[src/rtl/alu_uart_ctrl.sv]
// Byte-stream sequencer for the ALU: collects A, B, opcode; commits atomically; offers result via valid/ready.
// Optional inter-byte timeout enabled by defining ALU_UART_CTRL_TIMEOUT_EN.
module alu_uart_ctrl #(
  parameter int NB_DATA        = 8,
  parameter int NB_OP          = 6,
  parameter int TIMEOUT_CYCLES = 1000000
) (
  input  logic               clk,
  input  logic               i_rst,
  input  logic [NB_DATA-1:0] i_rx_data,
  input  logic               i_rx_valid,
  output logic [NB_DATA-1:0] o_data_a,
  output logic [NB_DATA-1:0] o_data_b,
  output logic [NB_OP-1:0]   o_op,
  input  logic [NB_DATA-1:0] i_alu_result,
  output logic [NB_DATA-1:0] o_tx_data,
  output logic               o_tx_valid,
  input  logic               i_tx_ready,
  output logic               o_overrun,
  output logic               o_timeout,
  output logic [2:0]         o_state
);

  // Handshake: a result transfers on a cycle where o_tx_valid and i_tx_ready are both 1;
  // o_tx_valid and o_tx_data hold steady until then, and valid never drops without that transfer.

  typedef enum logic [2:0] {
    WAIT_A  = 3'd0,
    WAIT_B  = 3'd1,
    WAIT_OP = 3'd2,
    EXEC    = 3'd3,
    SEND    = 3'd4
  } state_t;

  state_t             state_q, state_d;
  logic [NB_DATA-1:0] shadow_a_q, shadow_a_d;
  logic [NB_DATA-1:0] shadow_b_q, shadow_b_d;
  logic [NB_DATA-1:0] data_a_q, data_a_d;
  logic [NB_DATA-1:0] data_b_q, data_b_d;
  logic [NB_OP-1:0]   op_q, op_d;
  logic [NB_DATA-1:0] tx_data_q, tx_data_d;
  logic               tx_valid_q, tx_valid_d;
  logic               overrun_q, overrun_d;
  logic               tmo_hit;

`ifdef ALU_UART_CTRL_TIMEOUT_EN
  localparam int CNT_W = (TIMEOUT_CYCLES > 1) ? $clog2(TIMEOUT_CYCLES) : 1;
  localparam logic [CNT_W-1:0] TMO_LAST = CNT_W'(TIMEOUT_CYCLES - 1);

  logic [CNT_W-1:0] tmo_cnt_q, tmo_cnt_d;
  logic             timeout_q, timeout_d;

  assign tmo_hit = (tmo_cnt_q == TMO_LAST);

  // Counts idle cycles inside a partial frame; any accepted byte or other state clears it.
  always_comb begin
    tmo_cnt_d = '0;
    if ((state_q == WAIT_B || state_q == WAIT_OP) && !i_rx_valid && !tmo_hit)
      tmo_cnt_d = tmo_cnt_q + 1'b1;
  end

  always_comb begin
    timeout_d = 1'b0;
    if ((state_q == WAIT_B || state_q == WAIT_OP) && !i_rx_valid && tmo_hit)
      timeout_d = 1'b1;
  end

  always_ff @(posedge clk) begin
    if (i_rst) begin
      tmo_cnt_q <= '0;
      timeout_q <= 1'b0;
    end else begin
      tmo_cnt_q <= tmo_cnt_d;
      timeout_q <= timeout_d;
    end
  end

  assign o_timeout = timeout_q;
`else
  logic unused_timeout_cfg;
  assign unused_timeout_cfg = |TIMEOUT_CYCLES;
  assign tmo_hit   = 1'b0;
  assign o_timeout = 1'b0;
`endif

  always_comb begin
    state_d    = state_q;
    shadow_a_d = shadow_a_q;
    shadow_b_d = shadow_b_q;
    data_a_d   = data_a_q;
    data_b_d   = data_b_q;
    op_d       = op_q;
    tx_data_d  = tx_data_q;
    tx_valid_d = tx_valid_q;
    overrun_d  = 1'b0;
    case (state_q)
      WAIT_A: begin
        if (i_rx_valid) begin
          shadow_a_d = i_rx_data;
          state_d    = WAIT_B;
        end
      end
      WAIT_B: begin
        if (i_rx_valid) begin
          shadow_b_d = i_rx_data;
          state_d    = WAIT_OP;
        end else if (tmo_hit) begin
          shadow_a_d = '0;
          shadow_b_d = '0;
          state_d    = WAIT_A;
        end
      end
      WAIT_OP: begin
        // All three ALU inputs update on one edge so the ALU never sees a mixed frame.
        if (i_rx_valid) begin
          data_a_d = shadow_a_q;
          data_b_d = shadow_b_q;
          op_d     = i_rx_data[NB_OP-1:0];
          state_d  = EXEC;
        end else if (tmo_hit) begin
          shadow_a_d = '0;
          shadow_b_d = '0;
          state_d    = WAIT_A;
        end
      end
      EXEC: begin
        overrun_d  = i_rx_valid;
        tx_data_d  = i_alu_result;
        tx_valid_d = 1'b1;
        state_d    = SEND;
      end
      SEND: begin
        overrun_d = i_rx_valid;
        if (i_tx_ready) begin
          tx_valid_d = 1'b0;
          state_d    = WAIT_A;
        end
      end
      default: state_d = WAIT_A;
    endcase
  end

  always_ff @(posedge clk) begin
    if (i_rst) begin
      state_q    <= WAIT_A;
      shadow_a_q <= '0;
      shadow_b_q <= '0;
      data_a_q   <= '0;
      data_b_q   <= '0;
      op_q       <= '0;
      tx_data_q  <= '0;
      tx_valid_q <= 1'b0;
      overrun_q  <= 1'b0;
    end else begin
      state_q    <= state_d;
      shadow_a_q <= shadow_a_d;
      shadow_b_q <= shadow_b_d;
      data_a_q   <= data_a_d;
      data_b_q   <= data_b_d;
      op_q       <= op_d;
      tx_data_q  <= tx_data_d;
      tx_valid_q <= tx_valid_d;
      overrun_q  <= overrun_d;
    end
  end

  assign o_data_a   = data_a_q;
  assign o_data_b   = data_b_q;
  assign o_op       = op_q;
  assign o_tx_data  = tx_data_q;
  assign o_tx_valid = tx_valid_q;
  assign o_overrun  = overrun_q;
  assign o_state    = state_q;

endmodule
[config.mk]
export PLATFORM = sky130hd
export DESIGN_NAME = alu_uart_ctrl
export DESIGN_NICKNAME = d
export VERILOG_FILES = /design/src/rtl/alu_uart_ctrl.sv
export SDC_FILE = /design/constraint.sdc
export NUM_CORES = 1
export LEC_CHECK = 0
export BUFFER_PORTS_ARGS = -buffer_cell sky130_fd_sc_hd__buf_4
export CAP_MARGIN = 0
export CORE_ASPECT_RATIO = 0.8
export CORE_MARGIN = 4
export CORE_UTILIZATION = 52
export CTS_CLUSTER_DIAMETER = 50
export CTS_CLUSTER_SIZE = 20
export DETAILED_ROUTE_END_ITERATION = 8
export HOLD_SLACK_MARGIN = 0.08
export PLACE_DENSITY_LB_ADDON = 0.08
export SLEW_MARGIN = 30
export SYNTH_ARGS = -nofsm -noshare
export SYNTH_HDL_FRONTEND = slang
export SYNTH_SLANG_ARGS = --single-unit
[constraint.sdc]
create_clock -name clk -period 1.65 [get_ports clk]
set_clock_uncertainty 0.2 [all_clocks]
set_input_delay 0.33 -clock clk [delete_from_list [all_inputs] [get_ports clk]]
set_output_delay 0.33 -clock clk [all_outputs]
set_load 0.05 [all_outputs]
==> flow_summary_export.csv, run 1 <==
group,metric,value,unit
outcome,status,"complete, no violations",
routing,drcViolationCount,0,
global_route,grt_max_degree,68,
die,pin_count,56,
worst_setup_path,endpoint_kind,"output port",
logic_synthesis,synth_cell_types,22,
layout,fillers,327,
layout,final_area,2670,µm²
pwr,ir_worst_vdd,0.000576,V
logic_synthesis,yosysWarnings,0,
hold_path,hold_path_class,"primary input to flop",
clocking,postCtsHoldBufs,0,
die,start_util,0.554,
routing,first_pass_iters,4,
worst_setup_path,cp-startpoint,"o_state[1]",
run,cap_violations,0,
worst_setup_path,r2r_start,"o_state[0]",
logic_synthesis,synth_top_area_frac,0.472,
logic_synthesis,syn_area,2160,µm²
placed_design,place_area,2580,µm²
pwr,p_total,2210,µW
worst_setup_path,crit_fanout,15,
timing,relSlewSlack,0.667,
logic_synthesis,synth-edff-count,0,
clocking,cts_root_buffer,"clkbuf_8",
die,rows,20,
die,die_w,80.1,µm
layout,syn2layout_area_growth,23.4,%
global_route,grt_antenna_before_repair,0,
timing,hold_ws,0.0927,ns
placed_design,hpwl,2990,µm
timing,slew_viol_final,0,
logic_synthesis,synth.top_cells.by_area,"dfxtp_1 47%, mux2i_1 21%, nand2b_1 18%",
clocking,insertion_delay,0.30,ns
clocking,clk_pin_slew,0.08,ns
routing,num_vias,1486,
global_route,gr-usage-all-layers,0.174,
layout,drive_gt1_frac,0.275,
worst_setup_path,critPathLaunchType,"flop",
worst_setup_path,path_cells,"buf_4",
global_route,grt_first_pass_wirelength,7060,µm
logic_synthesis,synth_cells,199,
placed_design,io_buffers,54,
pwr,p_per_area,830,nW/µm²
routing,drt-total-wl,4220,µm
hold_path,min_from,"i_alu_result[3]",
clocking,cts_max_level,2,
worst_setup_path,slowest_stage,"dfxtp_2",
timing,setup_violations,0,
die,die_area,5260,µm²
worst_setup_path,path_class,"flop to output port",
timing,fin_crit_sh,0.959,
routing,via_per_inst,4.92,
logic_synthesis,syn_nets,219,
routing,first_iter_violations,64,
placed_design,dp_cells,294,
die,fp.dieH,65.7,µm
clocking,ctsResizeCount,0,
routing,ant_nets,0,
logic_synthesis,synth-seq-area-share,0.472,
timing,min_period,1.58,ns
logic_synthesis,synth_most_common_cell,"nand2b_1",
timing,final_hold_viol_count,0,
worst_setup_path,cp_num_buf_inv,1,
die,fp.coreArea,3900,µm²
clocking,cts_buffer_depth,2,
clocking,cts_setup_buffers,0,
clocking,cts_buffers,5,
global_route,grt_pass1_vias,1507,
global_route,grt-ovfl-total,0,
layout,diodes,0,
worst_setup_path,crit_family,"flip-flops",
logic_synthesis,ys_ff_latch,51,
layout,fin_nets,266,
layout,fin_cells,302,
logic_synthesis,synth_area_per_cell,10.9,µm²
worst_setup_path,max_stage_delay,0.50,ns
clocking,clock_sinks,51,
timing,rsz0062_at_grt,"false",
worst_setup_path,arrival,1.05,ns
timing,tns,0,ns
placed_design,gp_congestion,0.691,
routing,wl_per_cell,14.0,µm
pwr,p_leak,0.00109,µW
logic_synthesis,yosys.area.top_type,"dfxtp_1",
timing,max_freq,0.632,GHz
logic_synthesis,synth_common_cells,"63 x nand2b_1, 51 x dfxtp_1, 46 x mux2i_1",
worst_setup_path,cp.required,1.12,ns
logic_synthesis,async_flop_share,0,
timing,worst_pin_slew,0.498,ns
logic_synthesis,synthFlopType,"dfxtp_1",
clocking,cts_tree,"built",
==> layer usage <==
layer,part of all wire,track usage,vias to the layer above
li1,-,-,752
met1,0.44,0.214,689
met2,0.48,0.278,40
met3,0.071,0.0699,5
met4,0.013,0.0570,0
met5,0,0,-
==> metrics by stage <==
stage | util | setup WS, ns
2_1_floorplan | - | 0.0715
3_3_place_gp | 0.662 | 0.162
3_5_place_dp | 0.662 | 0.139
4_1_cts | 0.683 | 0.0547
5_1_grt | 0.683 | 0.00841
6_report | 0.683 | 0.0670
==> area by class of cell <==
cell class              count  area (µm²)  share of cell area
multi-input cells         130        1050               0.393
clock buffers               7        76.3              0.0286
repair buffers             57         440               0.165
flip-flops and latches     51        1020               0.384
inverters                   1        3.75             0.00141
clock inverters             1        5.00             0.00188
well taps                  55        68.8              0.0258
==> power breakdown <==
part	total (µW)	internal [µW]	switching (µW)
logic	246	119	126
clock network	680	298	382
registers	1290	1260	24.2
total	2210	1680	533
==> placed cells by master (no fill, tap or decap), drive strengths merged, types with 3 or more instances in the layout <==
cell / count
nand2b: 63
buf: 57
dfxtp: 51
mux2i: 46
clkbuf: 7
a21oi: 3
==> state kept, by name, summed over array words and instances, names as in the netlist <==
| name | cells |
|---|---|
| o_data_a | 8 |
| o_tx_data | 8 |
| o_tx_valid | 1 |
| o_overrun | 1 |
| o_data_b | 8 |
| o_state | 3 |
| shadow_a_q | 8 |
| o_op | 6 |
| shadow_b_q | 8 |
==> logic make-up (layout without fill, tap and decap cells) <==
logic type,Yosys count,after routing,share of synthesized area
AO/OA/AOI/OAI,6,6,0.0179
buffers and inverters,18,66,0.0428
flip-flops,51,51,0.472
multiplexers,46,46,0.213
other,1,1,0.00174
AND/OR/NAND/NOR,77,77,0.252
==> path summary, 6_finish.rpt <==
kind	end	slack, ns	depth (start not counted)
worst min register to register	o_data_b[1]	0.28	2
worst max register to register	shadow_b_q[1]	0.12	3
worst min-delay path	o_tx_data[3]	0.09	3
worst max-delay path	o_state[1]	0.07	1
Note: power is estimated with default switching activity, not from simulation.
==> run 2, diff against run 1 <==
--- a/config.mk
+++ b/config.mk
@@ -8,7 +8,7 @@
 export BUFFER_PORTS_ARGS = -buffer_cell sky130_fd_sc_hd__buf_4
 export CAP_MARGIN = 0
 export CORE_ASPECT_RATIO = 0.8
-export CORE_MARGIN = 4
+export CORE_MARGIN = 5
 export CORE_UTILIZATION = 52
 export CTS_CLUSTER_DIAMETER = 50
 export CTS_CLUSTER_SIZE = 20
==> run 2 against run 1 <==
- setup slack improved by 0.0066 ns
- worst hold slack got worse by 0.0087 ns
- power up 1.8%
- register-to-register slack barely moved
- non-clock buffer count grew 3
- critical path type unchanged
- highest routed layer unchanged
==> flow_summary_export.csv, run 2 (synthesized netlist as in run 1, its figures left out) <==
group,metric,value,unit
pwr,p_total,2250,µW
die,rows,21,
worst_setup_path,path_cells,"buf_4",
layout,diodes,0,
worst_setup_path,cp.required,1.12,ns
routing,ant_nets,0,
timing,fin_crit_sh,0.955,
placed_design,gp_congestion,0.799,
worst_setup_path,crit_cells,1,
worst_setup_path,ff2ff_path_depth,2,
global_route,grt_max_degree,68,
layout,syn2layout_area_growth,25.4,%
worst_setup_path,critPathCapture,"o_state[2]",
die,die_area,5550,µm²
global_route,grt_antenna_before_repair,0,
timing,min_period,1.58,ns
global_route,grt_pass1_vias,1475,
timing,max_freq,0.634,GHz
worst_setup_path,crit_family,"flip-flops",
clocking,cts_max_level,2,
layout,final_common_cell,"nand2b_1",
worst_setup_path,reg2reg_slack,0.11,ns
worst_setup_path,crit_fanout,14,
layout,mostFrequentLayoutCells,"63 x nand2b_1, 57 x buf_4, 48 x dfxtp_1",
timing,slew_viol_final,0,
clocking,clock_sinks,51,
clocking,cts_buffers,5,
die,start_util,0.527,
clocking,cts_buffer_depth,2,
layout,fin_nets,269,
routing,via_per_inst,4.80,
routing,wl_per_cell,13.7,µm
worst_setup_path,critPathLaunchType,"flop",
clocking,cts_tree,"built",
pwr,p_per_area,832,nW/µm²
timing,worst_slack,0.0736,ns
worst_setup_path,max_stage_delay,0.48,ns
global_route,grt_first_pass_wirelength,7000,µm
placed_design,io_buffers,54,
timing,rsz0062_at_grt,"false",
timing,tns,0,ns
timing,setup_violations,0,
clocking,insertion_delay,0.32,ns
hold_path,hold_path_class,"primary input to flop",
die,fp.coreArea,4100,µm²
die,die_w,82.1,µm
run,cap_violations,0,
die,fp.dieH,67.7,µm
pwr,ir_worst_vdd,0.000639,V
routing,drt-total-wl,4190,µm
timing,final_hold_viol_count,0,
placed_design,dp_cells,297,
routing,first_pass_iters,4,
worst_setup_path,cp_num_buf_inv,1,
global_route,gr-usage-all-layers,0.169,
layout,drive_gt1_frac,0.284,
worst_setup_path,r2r_start,"o_state[2]",
routing,drcViolationCount,0,
global_route,grt-ovfl-total,0,
layout,fin_cells,307,
clocking,cts_root_buffer,"clkbuf_8",
worst_setup_path,r2r-end,"shadow_a_q[4]",
pwr,p_leak,0.00110,µW
outcome,status,"complete, no violations",
placed_design,hpwl,2900,µm
timing,hold_ws,0.0840,ns
worst_setup_path,arrival,1.05,ns
worst_setup_path,path_class,"flop to output port",
worst_setup_path,slowest_stage,"dfxtp_2",
worst_setup_path,cp-startpoint,"o_state[2]",
clocking,cts_setup_buffers,0,
worst_setup_path,endpoint_kind,"output port",
placed_design,dp_slack,0.120,ns
clocking,clk_pin_slew,0.09,ns
die,pin_count,56,
routing,num_vias,1475,
layout,fillers,347,
routing,first_iter_violations,34,
## run 2: cell count changes in the layout (fill, tap and decap cells not counted), sizes merged
cell,previous run,this run
dlygate4sd3,0,2
clkbuf,7,5
buf,57,58
clkinvlp,0,2
## run 2: per-layer routing
metal | vias up | global-route usage | part of all wire
met5 | - | 0 | 0
met4 | 0 | 0.0934 | 0.023
met3 | 8 | 0.0440 | 0.066
met2 | 38 | 0.259 | 0.45
met1 | 669 | 0.217 | 0.46
li1 | 760 | - | -
## run 2: worst min path at each step
stage,end,slack [ns],cells past startpoint,startpoint
floorplan,shadow_a_q[6],0.26,2,shadow_a_q[6]
global placement,o_tx_data[5],0.26,2,o_tx_data[5]
detailed placement,o_op[2],0.26,2,o_op[2]
CTS,o_state[2],0.08,3,i_tx_ready
global route,o_tx_data[2],0.09,3,i_alu_result[2]
finish,o_state[2],0.08,3,i_tx_ready
## run 2: area by class of cell
| type | count | area, µm² | area share |
|---|---|---|---|
| multi-input cells | 130 | 1050 | 0.387 |
| flip-flops and latches | 51 | 1030 | 0.380 |
| well taps | 57 | 71.3 | 0.0263 |
| repair buffers | 60 | 468 | 0.173 |
| inverters | 1 | 3.75 | 0.00139 |
| clock buffers | 5 | 68.8 | 0.0254 |
| clock inverters | 3 | 20.0 | 0.00739 |
## run 2: where the power goes
group	internal, µW	switching [µW]
Combinational	123	126
Clock	295	424
Sequential	1260	23.6
## run 2: what timing repair did
item | CTS | global route
setup endpoints to repair | 0 | 2
resized for setup | 0 | 2
hold buffers | 2 | 0
hold endpoints to repair | 2 | 0
## run 2: stage by stage
stage                     cell area, µm²   util
after floorplan                     2160      -
after global placement              2590  0.633
after detailed placement            2590  0.633
after CTS                           2700  0.660
after global routing                2710  0.661
final                               2710  0.661
==> run 3, diff against run 2 <==
--- a/config.mk
+++ b/config.mk
@@ -5,11 +5,12 @@
 export SDC_FILE = /design/constraint.sdc
 export NUM_CORES = 1
 export LEC_CHECK = 0
+export ABC_AREA = 1
 export BUFFER_PORTS_ARGS = -buffer_cell sky130_fd_sc_hd__buf_4
 export CAP_MARGIN = 0
 export CORE_ASPECT_RATIO = 0.8
 export CORE_MARGIN = 5
-export CORE_UTILIZATION = 52
+export CORE_UTILIZATION = 50
 export CTS_CLUSTER_DIAMETER = 50
 export CTS_CLUSTER_SIZE = 20
 export DETAILED_ROUTE_END_ITERATION = 8
==> run 3 against run 2 <==
- via count grew 13%
- routed wire length down 2.4%
- largest power group unchanged
- die area is 9.2% lower
- sequential power rose by 4%
- count of clock-buffer cells in the layout is 1 higher
- worst hold slack better by 0.011 ns
- global-route usage increased by 0.48 points
- fmax grew 3.9%
- clock power down 0.7%
- combinational power is 67% higher
- critical endpoint unchanged
- utilization grew 3.5 points
- non-clock buffer count is 4 higher
==> flow_summary_export.csv, run 3 <==
group,metric,value,unit
timing,tns,0,ns
die,die_area,5040,µm²
pwr,p_leak,0.00109,µW
die,die_w,78.2,µm
pwr,intPower,1780,µW
timing,rsz0062_at_grt,"false",
clocking,cts_buffer_depth,2,
worst_setup_path,crit_cells,1,
routing,num_vias,1666,
global_route,grt_antenna_before_repair,0,
clocking,clock_sinks,51,
worst_setup_path,crit_family,"flip-flops",
layout,diodes,0,
hold_path,hold_path_class,"primary input to flop",
worst_setup_path,endpoint_kind,"output port",
clocking,cts_max_level,2,
worst_setup_path,max_stage_delay,0.45,ns
die,fp.dieH,64.5,µm
pwr,power_switching,691,µW
worst_setup_path,path_class,"flop to output port",
global_route,grt_max_degree,48,
global_route,grt-ovfl-total,0,
die,pin_count,56,
routing,drt-total-wl,4090,µm
timing,max_freq,0.659,GHz
logic_synthesis,synth_cell_types,19,
logic_synthesis,ys_ff_latch,51,
global_route,gr-usage-all-layers,0.174,
logic_synthesis,async_flop_share,0,
clocking,insertion_delay,0.30,ns
layout,final_common_cell,"nor2_1",
placed_design,dp_cells,322,
routing,dr_wl_met3,226,µm
layout,drive_gt1_frac,0.253,
clocking,clk_pin_slew,0.09,ns
layout,multi_input_area,724,µm²
layout,regArea,1020,µm²
pwr,swShare,0.280,
outcome,status,"complete, no violations",
worst_setup_path,critPathLaunchType,"flop",
pwr,power_frac_comb,0.168,
placed_design,gp_congestion,0.824,
clocking,cts_tree,"built",
logic_synthesis,synth_top_area_frac,0.549,
pwr,seqPwrFrac,0.542,
timing,slew_viol_final,0,
worst_setup_path,path_cells,"buf_4",
routing,via_per_inst,4.93,
routing,met2_length,1800,µm
routing,ant_nets,0,
logic_synthesis,yosys.area.top_type,"dfxtp_1",
pwr,p_per_area,1010,nW/µm²
worst_setup_path,ff2ff_path_depth,5,
global_route,grt_pass1_vias,1525,
logic_synthesis,synth.top_cells.by_area,"dfxtp_1 55%, nor2_1 19%, o21ai_0 11%",
layout,fin_cells,338,
clocking,cts_root_buffer,"clkbuf_8",
worst_setup_path,slowest_stage,"dfxtp_2",
logic_synthesis,synth-seq-area-share,0.549,
timing,min_period,1.52,ns
placed_design,io_buffers,54,
routing,first_iter_violations,65,
die,rows,19,
logic_synthesis,syn_nets,255,
layout,final_util,0.696,
worst_setup_path,arrival,0.99,ns
logic_synthesis,yosysWarnings,0,
layout,mostFrequentLayoutCells,"92 x nor2_1, 54 x buf_4, 48 x dfxtp_1",
layout,syn2layout_area_growth,31.7,%
die,start_util,0.528,
routing,wl_per_cell,12.1,µm
logic_synthesis,synth-edff-count,0,
layout,fillers,303,
worst_setup_path,crit_fanout,7,
logic_synthesis,synth_cells,235,
clocking,cts_buffers,5,
die,fp.coreArea,3520,µm²
hold_path,holdPathStages,3,
routing,top_layer,"met4",
logic_synthesis,synth_most_common_cell,"nor2_1",
run,cap_violations,0,
logic_synthesis,synthFlopType,"dfxtp_1",
routing,drcViolationCount,0,
logic_synthesis,syn_area,1860,µm²
logic_synthesis,synth_common_cells,"92 x nor2_1, 51 x dfxtp_1, 39 x o21ai_0",
logic_synthesis,synth_area_per_cell,7.91,µm²
timing,fin_crit_sh,0.920,
routing,wl_met1,2000,µm
pwr,ir_worst_vdd,0.000781,V
routing,first_pass_iters,4,
placed_design,hpwl,2830,µm
worst_setup_path,cp.required,1.12,ns
global_route,grt_first_pass_wirelength,6990,µm
timing,setup_violations,0,
worst_setup_path,cp_num_buf_inv,1,
timing,final_hold_viol_count,0,
layout,fin_nets,316,
pwr,clock_power_share,0.289,
==> run 3: metal layers <==
layer	vias up	GRT usage
met1	745	0.227
met5	-	0
met3	7	0.0457
met4	0	0.0721
li1	868	-
met2	46	0.276
==> run 3: cell families after synthesis <==
kind of cell | after synthesis | share of synthesized area
other cells | 1 | 0.00202
compound gates | 51 | 0.137
buf+inv | 20 | 0.0606
simple gates | 112 | 0.251
flops | 51 | 0.549
==> run 3: power groups by stage <==
| stage | registers [µW] | logic (µW) | clock network [µW] |
|---|---|---|---|
| finish | 1340 | 415 | 714 |
| global route | 1350 | 454 | 777 |
| CTS | 1340 | 417 | 729 |
| detailed placement | 1370 | 399 | 0 |
| global placement | 1370 | 396 | 0 |
| floorplan | 1480 | 163 | 0 |
==> run 3: cell type report <==
class                           count  area share
Tap cell                           42      0.0215
Inverter                           10      0.0174
Sequential cell                    51       0.419
Multi-Input combinational cell    164       0.296
Timing Repair Buffer               64       0.211
Clock buffer                        6      0.0337
Clock inverter                      1     0.00204
==> run 3: what timing repair did <==
action / CTS / global route
setup endpoints to repair: 1 / 16
hold buffers: 9 / 0
buffers inserted: 0 / 0
endpoints found under the hold margin: 12 / 0
gates cloned: 0 / 0
gates resized for setup: 1 / 1
==> run 3: through the flow <==
stage / setup slack [ns] / total power [µW] / cell area, µm² / hold WS (ns)
after floorplan: 0.0322 / 1640 / 1860 / 0.192
after global placement: 0.0725 / 1760 / 2270 / 0.258
after detailed placement: 0.0293 / 1770 / 2270 / 0.257
after CTS: 0.0744 / 2490 / 2440 / 0.0837
after global routing: 0.0143 / 2580 / 2450 / 0.107
final: 0.132 / 2470 / 2450 / 0.0949
==> run 3: final timing paths <==
path                                   start       endpoint  slack [ns]
worst min-delay path            i_rx_data[7]  shadow_a_q[7]        0.09
worst min register to register    o_tx_valid     o_tx_valid        0.27
worst max register to register    o_state[2]    o_data_b[5]        0.15
worst max-delay path              o_state[2]     o_state[2]        0.13
